--- src/rtl/neopixel_pkg.sv ---
// Shared NeoPixel definitions: pixel word layout, default line timing and
// receiver state encoding.
package neopixel_pkg;

    localparam int unsigned BITS_PER_PIXEL = 24;
    localparam int unsigned CNT_W          = 16;

    localparam int unsigned T_THRESH_NS   = 600;
    localparam int unsigned T_MIN_HIGH_NS = 200;
    localparam int unsigned T_MAX_HIGH_NS = 2000;
    localparam int unsigned T_RESET_NS    = 50_000;

    typedef struct packed {
        logic [7:0] g;
        logic [7:0] r;
        logic [7:0] b;
    } pixel_t;

    typedef enum logic [1:0] {
        ST_SYNC = 2'd0,
        ST_IDLE = 2'd1,
        ST_HIGH = 2'd2
    } rx_state_t;

    // Truncating ns -> clock-cycle conversion; 64-bit product avoids overflow.
    function automatic int unsigned ns_to_cycles(input int unsigned ns,
                                                 input int unsigned clk_hz);
        longint unsigned prod;
        prod = 64'(ns) * 64'(clk_hz);
        return 32'(prod / 64'd1_000_000_000);
    endfunction

endpackage

--- src/rtl/pixel_sync.sv ---
// Two-flop synchronizer for the serial line with edge pulses on the
// synchronized level.
module pixel_sync (
    input  logic clk,
    input  logic rst_n,
    input  logic d_in,
    output logic level,
    output logic rise_c,
    output logic fall_c
);

    logic meta;
    logic prev;

    always_ff @(posedge clk or negedge rst_n) begin
        if (!rst_n) begin
            meta  <= 1'b0;
            level <= 1'b0;
            prev  <= 1'b0;
        end else begin
            meta  <= d_in;
            level <= meta;
            prev  <= level;
        end
    end

    assign rise_c = level & ~prev;
    assign fall_c = ~level & prev;

endmodule

--- src/rtl/readpixel.sv ---
// NeoPixel serial receiver: measures high pulses, assembles 24-bit GRB words
// and flags the latch gap as end of frame.
module readpixel
    import neopixel_pkg::*;
#(
    parameter int unsigned CLK_IN_RATE_HZ = 12_000_000,
    parameter int unsigned T_THRESH_NS    = neopixel_pkg::T_THRESH_NS,
    parameter int unsigned T_MIN_HIGH_NS  = neopixel_pkg::T_MIN_HIGH_NS,
    parameter int unsigned T_MAX_HIGH_NS  = neopixel_pkg::T_MAX_HIGH_NS,
    parameter int unsigned T_RESET_NS     = neopixel_pkg::T_RESET_NS
) (
    input  logic        CLK,
    input  logic        RESETN,
    input  logic        d_in,
    output logic [23:0] pixel_data,
    output logic        pixel_valid,
    output logic [7:0]  pixel_index,
    output logic        frame_end,
    output logic        err_glitch,
    output logic        err_long,
    output logic        err_partial,
    output logic        busy
);

    localparam int unsigned THRESH_C = ns_to_cycles(T_THRESH_NS, CLK_IN_RATE_HZ);
    localparam int unsigned MIN_C    = ns_to_cycles(T_MIN_HIGH_NS, CLK_IN_RATE_HZ);
    localparam int unsigned MAX_C    = ns_to_cycles(T_MAX_HIGH_NS, CLK_IN_RATE_HZ);
    localparam int unsigned RESET_C  = ns_to_cycles(T_RESET_NS, CLK_IN_RATE_HZ);

    localparam logic [CNT_W-1:0] THRESH_W   = CNT_W'(THRESH_C);
    localparam logic [CNT_W-1:0] MIN_W      = CNT_W'(MIN_C);
    localparam logic [CNT_W-1:0] MAX_W      = CNT_W'(MAX_C);
    localparam logic [CNT_W-1:0] RESET_W    = CNT_W'(RESET_C);
    localparam logic [CNT_W-1:0] RESET_M1_W = CNT_W'(RESET_C - 1);
    localparam logic [CNT_W-1:0] CNT_SAT    = {CNT_W{1'b1}};
    localparam logic [4:0]       LAST_BIT   = 5'(BITS_PER_PIXEL - 1);

    logic level;
    logic rise_c;
    logic fall_c;

    pixel_sync u_sync (
        .clk    (CLK),
        .rst_n  (RESETN),
        .d_in   (d_in),
        .level  (level),
        .rise_c (rise_c),
        .fall_c (fall_c)
    );

    rx_state_t state, state_nxt;

    logic [CNT_W-1:0] hcnt, hcnt_nxt;
    logic [CNT_W-1:0] lcnt, lcnt_nxt;
    logic [4:0]       bit_cnt, bit_cnt_nxt;
    logic [7:0]       pix_cnt, pix_cnt_nxt;
    logic             got_bit, got_bit_nxt;
    // The final bit of a word goes straight to the output, so only 23 are held.
    logic [BITS_PER_PIXEL-2:0] sreg, sreg_nxt;

    pixel_t     data_q, data_nxt;
    logic [7:0] index_nxt;
    logic       valid_nxt, frame_end_nxt, glitch_nxt, long_nxt, partial_nxt, busy_nxt;

    logic [CNT_W-1:0] hcnt_inc_c;
    logic [CNT_W-1:0] lcnt_inc_c;
    logic             bit_val_c;

    assign hcnt_inc_c = (hcnt == CNT_SAT) ? hcnt : hcnt + CNT_W'(1);
    assign lcnt_inc_c = (lcnt == CNT_SAT) ? lcnt : lcnt + CNT_W'(1);
    assign bit_val_c  = (hcnt >= THRESH_W);

    always_ff @(posedge CLK or negedge RESETN) begin
        if (!RESETN) begin
            state       <= ST_SYNC;
            hcnt        <= '0;
            lcnt        <= '0;
            bit_cnt     <= '0;
            pix_cnt     <= '0;
            got_bit     <= 1'b0;
            sreg        <= '0;
            data_q      <= '0;
            pixel_index <= '0;
            pixel_valid <= 1'b0;
            frame_end   <= 1'b0;
            err_glitch  <= 1'b0;
            err_long    <= 1'b0;
            err_partial <= 1'b0;
            busy        <= 1'b0;
        end else begin
            state       <= state_nxt;
            hcnt        <= hcnt_nxt;
            lcnt        <= lcnt_nxt;
            bit_cnt     <= bit_cnt_nxt;
            pix_cnt     <= pix_cnt_nxt;
            got_bit     <= got_bit_nxt;
            sreg        <= sreg_nxt;
            data_q      <= data_nxt;
            pixel_index <= index_nxt;
            pixel_valid <= valid_nxt;
            frame_end   <= frame_end_nxt;
            err_glitch  <= glitch_nxt;
            err_long    <= long_nxt;
            err_partial <= partial_nxt;
            busy        <= busy_nxt;
        end
    end

    // Next-state and pulse decode; one line edge is handled per cycle.
    always_comb begin
        state_nxt     = state;
        hcnt_nxt      = hcnt;
        lcnt_nxt      = lcnt;
        bit_cnt_nxt   = bit_cnt;
        pix_cnt_nxt   = pix_cnt;
        got_bit_nxt   = got_bit;
        sreg_nxt      = sreg;
        data_nxt      = data_q;
        index_nxt     = pixel_index;
        valid_nxt     = 1'b0;
        frame_end_nxt = 1'b0;
        glitch_nxt    = 1'b0;
        long_nxt      = 1'b0;
        partial_nxt   = 1'b0;

        unique case (state)
            ST_SYNC: begin
                if (level) begin
                    lcnt_nxt = '0;
                end else begin
                    lcnt_nxt = lcnt_inc_c;
                    if (lcnt_inc_c >= RESET_W) begin
                        state_nxt   = ST_IDLE;
                        bit_cnt_nxt = '0;
                        pix_cnt_nxt = '0;
                        sreg_nxt    = '0;
                        got_bit_nxt = 1'b0;
                    end
                end
            end
            ST_IDLE: begin
                if (rise_c) begin
                    hcnt_nxt  = CNT_W'(1);
                    lcnt_nxt  = '0;
                    state_nxt = ST_HIGH;
                end else if (!level) begin
                    lcnt_nxt = lcnt_inc_c;
                    // Exact match makes the gap pulses fire once even while lcnt saturates.
                    if (lcnt == RESET_M1_W) begin
                        frame_end_nxt = got_bit;
                        partial_nxt   = (bit_cnt != '0);
                        got_bit_nxt   = 1'b0;
                        bit_cnt_nxt   = '0;
                        sreg_nxt      = '0;
                        pix_cnt_nxt   = '0;
                    end
                end
            end
            ST_HIGH: begin
                if (fall_c) begin
                    lcnt_nxt = CNT_W'(1);
                    if (hcnt < MIN_W) begin
                        glitch_nxt  = 1'b1;
                        bit_cnt_nxt = '0;
                        state_nxt   = ST_SYNC;
                    end else begin
                        state_nxt   = ST_IDLE;
                        got_bit_nxt = 1'b1;
                        sreg_nxt    = {sreg[BITS_PER_PIXEL-3:0], bit_val_c};
                        if (bit_cnt == LAST_BIT) begin
                            data_nxt    = pixel_t'({sreg, bit_val_c});
                            valid_nxt   = 1'b1;
                            index_nxt   = pix_cnt;
                            pix_cnt_nxt = (pix_cnt == 8'hFF) ? pix_cnt : pix_cnt + 8'd1;
                            bit_cnt_nxt = '0;
                        end else begin
                            bit_cnt_nxt = bit_cnt + 5'd1;
                        end
                    end
                end else if (hcnt >= MAX_W) begin
                    long_nxt    = 1'b1;
                    bit_cnt_nxt = '0;
                    lcnt_nxt    = '0;
                    state_nxt   = ST_SYNC;
                end else begin
                    hcnt_nxt = hcnt_inc_c;
                end
            end
            default: begin
                state_nxt = ST_SYNC;
            end
        endcase

        busy_nxt = (state_nxt != ST_SYNC) && (bit_cnt_nxt != '0);
    end

    assign pixel_data = data_q;

endmodule

--- config.mk ---
export PLATFORM = sky130hd
export DESIGN_NAME = readpixel
export DESIGN_NICKNAME = d
export VERILOG_FILES = /design/src/rtl/neopixel_pkg.sv /design/src/rtl/pixel_sync.sv /design/src/rtl/readpixel.sv
export SDC_FILE = /design/constraint.sdc
export NUM_CORES = 1
export LEC_CHECK = 0
export BUFFER_PORTS_ARGS = -buffer_cell sky130_fd_sc_hd__buf_2
export CORE_MARGIN = 2
export CORE_UTILIZATION = 60
export DETAILED_ROUTE_END_ITERATION = 8
export GPL_ROUTABILITY_DRIVEN = 0
export PLACE_DENSITY_LB_ADDON = 0.25
export SYNTH_ARGS = -nofsm -noshare
export SYNTH_HDL_FRONTEND = slang
export SYNTH_SLANG_ARGS = --single-unit
--- constraint.sdc ---
create_clock -name CLK -period 3 [get_ports CLK]
set_input_delay 0.15 -clock CLK [delete_from_list [all_inputs] [get_ports CLK]]
set_output_delay 0.15 -clock CLK [all_outputs]
set_load 0.02 [all_outputs]
# After elaboration in Yosys (flattened, before gate mapping)
# Index checks and enable logic that the tools add are counted.
# totals
ff_bits	112
inputBits	3
out_inout_bits	38
wordCells	140
# op_classes
addsub	4
n_lt_le_gt_ge	4
eq_ne	22
muxes	73
bitwise	5
reduce_logical	12
# op_table
op	n
$mux W23	7
$mux W16	10
$mux W8	9
$pmux W23 S3	1
$pmux W16 S3	1
$mux W5	9
$add A16 B1 Y16 const B	2
$eq A16 B16 Y1 const B	2
$pmux W16 S2	1
$mux W1	26
$ne A2 B2 Y1 const B	13
$pmux W8 S3	1
$eq A16 B10 Y1 const B	1
$ge A16 B10 Y1 const B	1
$ge A16 B3 Y1 const B	1
$ge A16 B5 Y1 const B	1
$lt A16 B2 Y1 const B	1
$pmux W5 S3	1
$mux W2	5
$reduce_and A10 Y1	1
$reduce_bool A5 Y1	2
$add A8 B1 Y8 const B	1
$eq A8 B8 Y1 const B	1
$reduce_and A8 Y1	1
other kinds (16)	21

# Longest topological paths before layout
# Gate-level depths: netlist of the first run.
# logic_depth
depth_word	8
ltp_mapped	12
depth_no_buf	10

# By module
# Synthesis of the first run repeated with hierarchy kept, for this count alone.
# hier_totals
cells_unflattened	597
area_unflattened_um2	5526.6
# modules_own_cells
module	instances	cells_each	area_each_um2	seq_area_each_um2
readpixel	1	592	5436.5	2727.6
pixel_sync	1	5	90.1	75.1

# Least setup slack after synthesis of the first run
# Ideal clock, no wire load.
# synth_timing
kind	reg2reg
start	register lcnt[0]
end	register pix_cnt[0]
setup_time_ps	121
t_arrival_ps	2521
t_required_ps	2879
path_slack_ps	358
path_stages_with_launch	11
n_path_buf	0
period_less_slack_ps	2642
cell_sequence	dfrtp_1 ha_1 nand3_1 nor3_2 mux2_2 a21oi_1 a41oi_4 o211ai_4 nor2_2 mux2_2 a22o_1
# synth_via
elab_chain_cells	5
elab_cells_between_ends	8
cone_classes	add/sub (1); order compare (1); eq/ne (4); mux (1); reduce/logical (1)
# synth_rtl
item	line_no	rtl
start: declaration	readpixel.sv:54	logic [CNT_W-1:0] lcnt, lcnt_nxt;
start signal: assignment	readpixel.sv:93	lcnt <= lcnt_nxt;
$add A16 B1 Y16 or $eq A16 B16 Y1 (tied branches)	readpixel.sv:70	assign lcnt_inc_c = (lcnt == CNT_SAT) ? lcnt : lcnt + CNT_W'(1);
$mux W16	readpixel.sv:70	
$ge A16 B10 Y1	readpixel.sv:132	if (lcnt_inc_c >= RESET_W) begin
$ne A2 B2 Y1 (no source line)	n/a	
$reduce_and A10 Y1 (no source line) (*)	n/a	
end signal: assignment	readpixel.sv:95	pix_cnt <= pix_cnt_nxt;
end: declaration	readpixel.sv:56	logic [7:0] pix_cnt, pix_cnt_nxt;
# Mark *: on every way between the ends. The rest lies on a longest branch, timed or not.
# A chain may end at the register's enable or synchronous reset.

# Final worst setup path of the first run
# layout_timing
start	register lcnt[2]
end	register busy
# layout_via
elab_chain_cells	8
elab_cells_between_ends	17
cone_classes	add/sub (1); order compare (1); eq/ne (2); mux (10); reduce/logical (3)
# layout_rtl
item	line_no	rtl
$add A16 B1 Y16 or $eq A16 B16 Y1 (tied branches)	readpixel.sv:70	
$mux W16	readpixel.sv:70	
$ge A16 B10 Y1	readpixel.sv:132	
$mux W5	readpixel.sv:132	
$mux W5	readpixel.sv:128	if (level) begin
$pmux W5 S3 (*)	readpixel.sv:126	unique case (state)
named net bit_cnt_nxt[2]	readpixel.sv:55	logic [4:0] bit_cnt, bit_cnt_nxt;
$reduce_bool A5 Y1 (*)	readpixel.sv:194	busy_nxt = (state_nxt != ST_SYNC) && (bit_cnt_nxt != '0);
$logic_and A1 B1 Y1 (*)	readpixel.sv:194	
named net busy_nxt	readpixel.sv:63	logic valid_nxt, frame_end_nxt, glitch_nxt, long_nxt, partial_nxt, busy_nxt;
end signal: assignment	readpixel.sv:105	busy <= busy_nxt;
end: declaration	readpixel.sv:22	output logic busy
# The timed path passes the listed nets; every way through them passes the cells marked *.

==> impl_metrics.csv, run 1 <==
group,metric,value,unit
critical_path,required,3.28,ns
sta,worst_pin_slew,1.10,ns
floorplanning,initial_core_util,62.3,%
final_layout,seqCellArea,2800,sq um
final_layout,post-route-util,69.0,%
route,via_count,4214,
clocking,clkLatencyLatePin,0.39,ns
power,p_sw,0.000642,W
clocking,cts_tree,"built",
route,vias_per_cell,6.10,
synth,yosysUniqueCellTypes,61,
sta,post-route-min-period,2.86,ns
critical_path,crit_arrival,3.14,ns
power,p_leak,2.86,nW
final_layout,drive_gt1_share,22.3,%
sta,clock_skew,0.0183,ns
synth,yosysSeqAreaShare,51.3,%
synth,synthCells,537,
sta,setup_violations,0,
floorplanning,die_area,9880,sq um
final_layout,area_growth,10.7,%
route,wl_per_cell,16.5,um
sta,finalMaxSlewViolations,0,
clocking,cts-root-buf,"clkbuf_8",
route,totalWireLength,11400,um
floorplanning,io-pin-count,41,
final_layout,design_area,6040,sq um
final_layout,nNetsFinal,591,
global_routing,first_global_vias,4143,
hold_path,hold_path_class,"flop to flop",
final_layout,multi_input_area,2500,sq um
global_routing,antenna_found_initial,0,
floorplanning,die_w,99.4,um
critical_path,critPathKind,"flop to flop",
clocking,cts_sinks,112,
synth,synth_fp_nets,550,
placed_design,io_buffers,40,
synth,yosys_warnings,0,
synth,ys_async_sr_fraction,100,%
route,first_pass_iters,5,
power,power_density,416,nW/um^2
global_routing,gr-total-overflow,0,
final_layout,diodes,0,
clocking,numCtsBuffers,9,
final_layout,stdcell_count,691,
run_status,status,"completed",
sta,fmax,0.350,GHz
global_routing,grt_util_all_layers,24.6,%
sta,final-hold-violation-count,0,
final_layout,final_cell_mix,"dfrtp_1 (111), nand2_1 (82), nor2_1 (47), buf_2 (39), o21ai_0 (38)",
critical_path,crit_fanout,9,
synth,ys_ff_latch,112,
global_routing,grt_pass1_wl,19800,um
clocking,cts.htree.levels,3,
global_routing,grt_max_degree,90,
power,p_seq_share,60.6,%
synth,syn_area,5460,sq um
route,drt_iter0_drc,305,
power,vdd_ir_drop_max,0.239,mV
sta,whs,0.378,ns
power,intPower,0.00187,W
synth,syn_area_per_cell,10.2,sq um
final_layout,fillCellCount,640,
placed_design,post_dp_cell_area,5770,sq um
power,comb_power_share,2.2,%
synth,synthFlopType,"dfrtp_1",
flow_run,maxCapViolCount,0,
critical_path,critPathCaptureType,"flop",
floorplanning,rows,34,
floorplanning,die_h,99.4,um
power,p_sw_share,25.5,%
power,power_frac_clock,37.1,%
sta,period_share,95.4,%
route,ant_nets,0,
placed_design,dp_hpwl,7680,um
sta,slew_headroom,26.6,%
critical_path,startpoint_type,"flop",
placed_design,place_inst,670,
clocking,clk_path_buf_depth,2,
floorplanning,fp.coreArea,8760,sq um
final_layout,final_common_cell,"dfrtp_1",
clocking,cts.clk_slew.worst_paths,0.12,ns
route,drc,0,
synth,synth_edf_count,0,
-- registers in the layout, indices dropped and copies added (netlist names) --
signal,cells
bit_cnt,5
busy,1
err_glitch,1
err_long,1
err_partial,1
frame_end,1
got_bit,1
hcnt,16
lcnt,16
pix_cnt,8
pixel_data,24
pixel_index,8
pixel_valid,1
sreg,23
state,2
u_sync.level,1
u_sync.meta,1
u_sync.prev,1
-- cell type report --
class / count / share of cell area [%]
well taps: 108 / 2.24
clock inverters: 7 / 1.51
clock buffers: 9 / 2.05
inverters: 11 / 0.683
flip-flops and latches: 112 / 46.4
repair buffers: 57 / 5.75
multi-input cells: 387 / 41.4
-- synthesized netlist by cell type (all sizes together) (3+ instances only) --
library cell  number  area, sq um
buf               13         78.8
nand2             82          308
nand2b             5         31.3
nand3             12         60.1
a41oi              5         62.6
nand4             14          124
clkbuf            14         52.6
and4               5         45.0
nor2              49          186
nor2b             10         62.6
o21ai             43          223
and3               6         37.5
mux2              34          383
or4                3         22.5
ha                10          125
nor3               9         60.1
o31ai             11         82.6
dfrtp            112         2800
a21oi             23          115
o211ai             3         50.1
inv               11         41.3
a22o               6         52.6
nor4               6         50.0
and2               6         40.0
a31oi              9         56.3
or2                3         18.8
mux2i              4         40.0
-- layer usage --
layer / GRT usage [%] / share of wire (%) / up-vias
met1: 34.8 / 45 / 2046
li1: - / - / 2003
met5: 0 / 0 / -
met2: 39.0 / 48 / 134
met4: 8.85 / 2.3 / 0
met3: 3.65 / 4.5 / 31
-- worst max-delay path: stages, from the launching register on --
cell      delay, ns
dfrtp_1        0.50
nand4_1        0.33
nor3_2         0.40
o221a_2        0.26
a32oi_2        0.14
a41oi_4        0.35
o211ai_4       0.17
o21ai_2        0.17
o21ai_2        0.07
o32a_1         0.35
-- path summary, 6_finish.rpt --
path | startpoint | end | slack, ns | cells past startpoint
worst max-delay path | lcnt[2]$_DFFE_PN0P_ | busy$_DFF_PN0_ | 0.14 | 9
worst min-delay path | u_sync.meta$_DFF_PN0_ | u_sync.level$_DFF_PN0_ | 0.38 | 0
worst max register to register | lcnt[2]$_DFFE_PN0P_ | busy$_DFF_PN0_ | 0.14 | 9
worst min register to register | u_sync.meta$_DFF_PN0_ | u_sync.level$_DFF_PN0_ | 0.38 | 0
max in group asynchronous | RESETN | sreg[18]$_DFFE_PN0P_ | 1.70 | 3
min in group asynchronous | RESETN | pixel_index[5]$_DFFE_PN0P_ | 0.50 | 2
-- per-stage QoR --
step                      setup WS [ns]   TNS, ns  power [W]
after detailed placement          0.134         0    0.00161
after floorplan                   0.358         0    0.00157
after CTS                         0.122         0    0.00254
after global routing           -0.00452  -0.00452    0.00260
final                             0.139         0    0.00251
after global placement            0.247         0    0.00161
-- kinds of logic after synthesis --
logic type | after synthesis | synth area share (%)
compound gates | 117 | 14.6
xor+xnor | 3 | 0.481
fa+ha+maj | 10 | 2.29
buf+inv | 38 | 3.16
flops | 112 | 51.3
mux | 38 | 7.74
simple gates | 219 | 20.4
-- power by group through the flow --
stage / clock network [W] / logic, W / registers [W]
after floorplan: 0 / 0.0000192 / 0.00155
after global placement: 0 / 0.0000543 / 0.00155
after detailed placement: 0 / 0.0000558 / 0.00155
after CTS: 0.000957 / 0.0000583 / 0.00152
after global routing: 0.00101 / 0.0000663 / 0.00153
final: 0.000933 / 0.0000560 / 0.00152
-- timing repair --
| item | CTS | global route |
|---|---|---|
| hold buffers | 2 | 0 |
| buffers inserted | 0 | 3 |
| setup endpoints to repair | 0 | 21 |
| resized for setup | 0 | 4 |
| endpoints found under the hold margin | 3 | 0 |
(Power assumes the default switching activity.)
==> run 2: changes to the inputs <==
Settings changed: GPL_TIMING_DRIVEN from default to 0.
==> impl_metrics.csv, run 2 (synthesized netlist as in run 1, its figures left out) <==
group,metric,value,unit
route,ant_nets,0,
clocking,clkLatencyLatePin,0.37,ns
final_layout,diodes,0,
final_layout,drive_gt1_share,23.3,%
floorplanning,fp.coreArea,8760,sq um
power,vdd_ir_drop_max,0.278,mV
route,drt_iter0_drc,359,
sta,worst_pin_slew,0.611,ns
global_routing,first_global_vias,3937,
critical_path,required,3.26,ns
route,wl_per_cell,15.9,um
floorplanning,rows,34,
critical_path,crit_arrival,3.10,ns
sta,final-hold-violation-count,0,
clocking,cts_tree,"built",
floorplanning,die_w,99.4,um
placed_design,post_dp_cell_area,5830,sq um
final_layout,largest_register_ffs,24,
clocking,cts-root-buf,"clkbuf_8",
route,via_count,4251,
power,power_density,414,nW/um^2
critical_path,critPathCaptureType,"flop",
sta,post-route-min-period,2.84,ns
global_routing,grt_util_all_layers,23.8,%
placed_design,io_buffers,40,
critical_path,startpoint_type,"flop",
clocking,clk_path_buf_depth,2,
run_status,status,"completed",
final_layout,stdcell_count,708,
final_layout,area_growth,12.3,%
final_layout,design_area,6130,sq um
clocking,cts.htree.levels,3,
final_layout,nNetsFinal,608,
global_routing,grt_pass1_wl,19200,um
route,totalWireLength,11200,um
floorplanning,io-pin-count,41,
clocking,cts_sinks,112,
global_routing,antenna_found_initial,0,
clocking,cts.clk_slew.worst_paths,0.11,ns
sta,finalMaxSlewViolations,0,
route,drc,0,
sta,period_share,94.6,%
flow_run,maxCapViolCount,0,
critical_path,crit_fanout,9,
power,p_total,0.00254,W
global_routing,gr-total-overflow,0,
placed_design,dp_hpwl,7900,um
placed_design,place_inst,686,
sta,timing.final.ws_setup,0.161,ns
sta,fmax,0.352,GHz
critical_path,critPathKind,"flop to flop",
power,p_leak,2.91,nW
final_layout,final_cell_mix,"dfrtp_1 (111), nand2_1 (82), buf_2 (48), nor2_1 (46), o21ai_0 (38)",
sta,clock_skew,0.0165,ns
route,first_pass_iters,5,
global_routing,grt_max_degree,69,
clocking,numCtsBuffers,9,
sta,whs,0.312,ns
hold_path,hold_path_class,"input port to asynchronous set/reset pin",
route,vias_per_cell,6.00,
final_layout,fillCellCount,689,
floorplanning,die_area,9880,sq um
sta,slew_headroom,58.9,%
floorplanning,initial_core_util,62.3,%
floorplanning,die_h,99.4,um
critical_path,r2r_slack,0.16,ns
placed_design,dp_slack,-0.126,ns
final_layout,final_common_cell,"dfrtp_1",
sta,setup_violations,0,
run 2: layout make-up:
cell class	instances	area, sq um	area share, %
inverter	11	41.3	0.673
clock inverter	7	92.6	1.51
buffer	27	135	2.20
sequential	112	2800	45.7
multi-input combinational	387	2520	41.1
clock buffer	9	124	2.02
tap	108	135	2.20
timing repair buffer	47	280	4.57
run 2: final timing paths:
check,cells after the start,to,start
worst max-delay path,12,pix_cnt[4]$_DFFE_PN0P_,lcnt[0]$_DFFE_PN0P_
worst min-delay path,2,lcnt[3]$_DFFE_PN0P_,RESETN
worst max register to register,12,pix_cnt[4]$_DFFE_PN0P_,lcnt[0]$_DFFE_PN0P_
worst min register to register,0,u_sync.level$_DFF_PN0_,u_sync.meta$_DFF_PN0_
max in group asynchronous,3,state[0]$_DFF_PN0_,RESETN
min in group CLK,0,u_sync.level$_DFF_PN0_,u_sync.meta$_DFF_PN0_
run 2: metrics by stage:
stage / TNS, ns / util (%)
2_1_floorplan: 0 / -
3_3_place_gp: -0.138 / 66.1
3_5_place_dp: -2.14 / 66.5
4_1_cts: 0 / 69.5
5_1_grt: -0.0303 / 70.0
6_report: 0 / 70.0
run 2: layer usage:
metal	up-vias	wire length [um]	global-route usage [%]
met3	18	466	3.87
met2	109	5340	35.4
met1	2080	5280	36.2
met5	-	0	0
li1	2044	-	-
met4	0	165	7.69
run 2: worst max-delay path: stages (launching register included):
cell      delay, ns
dfrtp_2        0.44
ha_2           0.24
and3_1         0.16
buf_2          0.18
nand4_4        0.19
a221o_1        0.38
nand4_2        0.11
a41oi_4        0.17
o211ai_4       0.32
buf_4          0.18
nor3_1         0.04
a21o_1         0.16
a22o_1         0.18
run 2: power breakdown:
part	leakage (nW)	internal, W	switching [W]
clock network	0.109	0.000410	0.000545
logic	1.24	0.0000176	0.0000459
registers	1.55	0.00151	0.00000689
run 2: repair_timing:
action / CTS / global route
pin swaps: 1 / 1
hold buffers: 2 / 0
buffers inserted: 3 / 1
hold endpoints to repair: 45 / 0
endpoints found under the setup margin: 30 / 76
gates resized for setup: 3 / 10
==> run 3: changes to the inputs <==
Settings changed: ABC_AREA from default to 0, CORE_UTILIZATION 60 to 32.
==> impl_metrics.csv, run 3 (synthesized netlist as in run 1, its figures left out) <==
group,metric,value,unit
run_status,status,"completed",
floorplanning,io-pin-count,41,
sta,worst_pin_slew,0.621,ns
floorplanning,die_area,18100,sq um
global_routing,antenna_found_initial,0,
clocking,cts-root-buf,"clkbuf_16",
floorplanning,die_h,135,um
critical_path,max_stage_delay,0.44,ns
global_routing,first_global_vias,4276,
floorplanning,die_w,135,um
flow_run,maxCapViolCount,0,
critical_path,critPathSlowestCell,"dfrtp_2",
sta,post-route-min-period,2.81,ns
global_routing,gr-total-overflow,0,
route,drc,0,
route,vias_per_cell,5.09,
floorplanning,fp.coreArea,16600,sq um
route,totalWireLength,12400,um
critical_path,crit_fanout,9,
critical_path,crit_arrival,3.06,ns
final_layout,nNetsFinal,605,
critical_path,worstPathCellList,"ha_2, and3_1, buf_2, nand4_4, a221o_1, nand4_2, a41oi_4, o211ai_4, buf_4, nor3_1, a21o_1, a22o_1",
sta,final-hold-violation-count,0,
route,wl_per_cell,15.1,um
floorplanning,initial_core_util,32.8,%
global_routing,grt_pass1_wl,21200,um
final_layout,post-route-util,38.1,%
route,via_count,4162,
power,p_total,0.00280,W
clocking,clk_path_buf_depth,2,
route,ant_nets,0,
critical_path,critPathCaptureType,"flop",
critical_path,startpoint_type,"flop",
sta,clock_skew,0.00838,ns
global_routing,grt_max_degree,70,
sta,finalMaxSlewViolations,0,
final_layout,largest_register_ffs,24,
sta,period_share,93.6,%
final_layout,final_common_cell,"dfrtp_1",
route,drt_iter0_drc,255,
hold_path,hold_path_class,"input port to asynchronous set/reset pin",
power,p_leak,2.94,nW
power,power_density,442,nW/um^2
critical_path,required,3.26,ns
final_layout,diodes,0,
global_routing,grt_util_all_layers,14.5,%
final_layout,area_growth,16.2,%
floorplanning,rows,47,
sta,setup_violations,0,
placed_design,io_buffers,40,
final_layout,design_area,6350,sq um
power,vdd_ir_drop_max,0.291,mV
final_layout,stdcell_count,817,
sta,rsz0062_at_grt,"no",
clocking,clkLatencyLatePin,0.36,ns
placed_design,place_inst,798,
clocking,cts_sinks,112,
final_layout,drive_gt1_share,23.6,%
critical_path,critPathKind,"flop to flop",
placed_design,post_dp_cell_area,5970,sq um
clocking,cts.clk_slew.worst_paths,0.08,ns
sta,fmax,0.356,GHz
final_layout,final_cell_mix,"dfrtp_1 (110), nand2_1 (82), buf_2 (48), nor2_1 (46), o21ai_0 (38)",
route,first_pass_iters,5,
clocking,cts.htree.levels,3,
placed_design,dp_hpwl,8580,um
clocking,cts_tree,"built",
clocking,numCtsBuffers,9,
sta,slew_headroom,58.6,%
-- run 3: cell count changes in the layout (fill, tap and decap cells not counted), moves of 2 or more --
cell,delta
buf_4,-2
clkbuf_1,-2
clkbuf_16,+9
clkbuf_8,-8
-- run 3: final cells by class --
type | instances | area [sq um]
fillers | 1644 | 10300
flip-flops and latches | 112 | 2810
multi-input cells | 387 | 2530
well taps | 220 | 275
repair buffers | 45 | 265
clock buffers | 10 | 239
plain buffers | 26 | 133
clock inverters | 6 | 58.8
inverters | 11 | 41.3
-- run 3: final timing paths --
check	to	depth (start not counted)	slack [ns]	start
min in group CLK	u_sync.level$_DFF_PN0_	0	0.36	u_sync.meta$_DFF_PN0_
worst min register to register	u_sync.level$_DFF_PN0_	0	0.36	u_sync.meta$_DFF_PN0_
worst max-delay path	pix_cnt[4]$_DFFE_PN0P_	12	0.19	lcnt[0]$_DFFE_PN0P_
worst max register to register	pix_cnt[4]$_DFFE_PN0P_	12	0.19	lcnt[0]$_DFFE_PN0P_
max in group asynchronous	pixel_data[1]$_DFFE_PN0P_	3	1.91	RESETN
worst min-delay path	lcnt[8]$_DFFE_PN0P_	2	0.35	RESETN
-- run 3: power breakdown --
| part | internal (W) | total, W | switching, W |
|---|---|---|---|
| logic | 0.0000159 | 0.0000616 | 0.0000457 |
| clock network | 0.000607 | 0.00122 | 0.000612 |
| registers | 0.00151 | 0.00152 | 0.00000776 |
| total | 0.00214 | 0.00280 | 0.000666 |
-- run 3: routing by layer --
metal	wire, um	global-route usage [%]	part of all wire, %	up-vias
met2	5830	23.7	47	86
li1	-	-	-	2037
met5	0	0	0	-
met1	5670	18.6	46	2019
met3	644	3.94	5.2	20
met4	210	4.85	1.7	0
-- run 3: critical path, delay by kind of cell, from the launching register on --
family                   cells  cell delay, ns
buffers and inverters        2            0.36
AND/OR/NAND/NOR              4            0.50
flip-flops                   1            0.44
adder cells (fa/ha/maj)      1            0.25
AO/OA/AOI/OAI                5            1.17
-- run 3: timing repair --
action / in CTS / in global routing
gates resized for setup: 4 / 12
endpoints found under the setup margin: 39 / 71
pin swaps: 1 / 1
endpoints found under the hold margin: 44 / 0
hold buffers: 2 / 0
setup buffers: 2 / 0
-- run 3: through the flow --
stage | setup WS, ns | hold WS [ns] | TNS, ns
2_1_floorplan | 0.358 | -0.146 | 0
3_3_place_gp | -0.125 | 0.275 | -3.28
3_5_place_dp | -0.173 | 0.205 | -4.25
4_1_cts | 0.0170 | 0.358 | 0
5_1_grt | 0.00137 | 0.379 | 0
6_report | 0.191 | 0.349 | 0
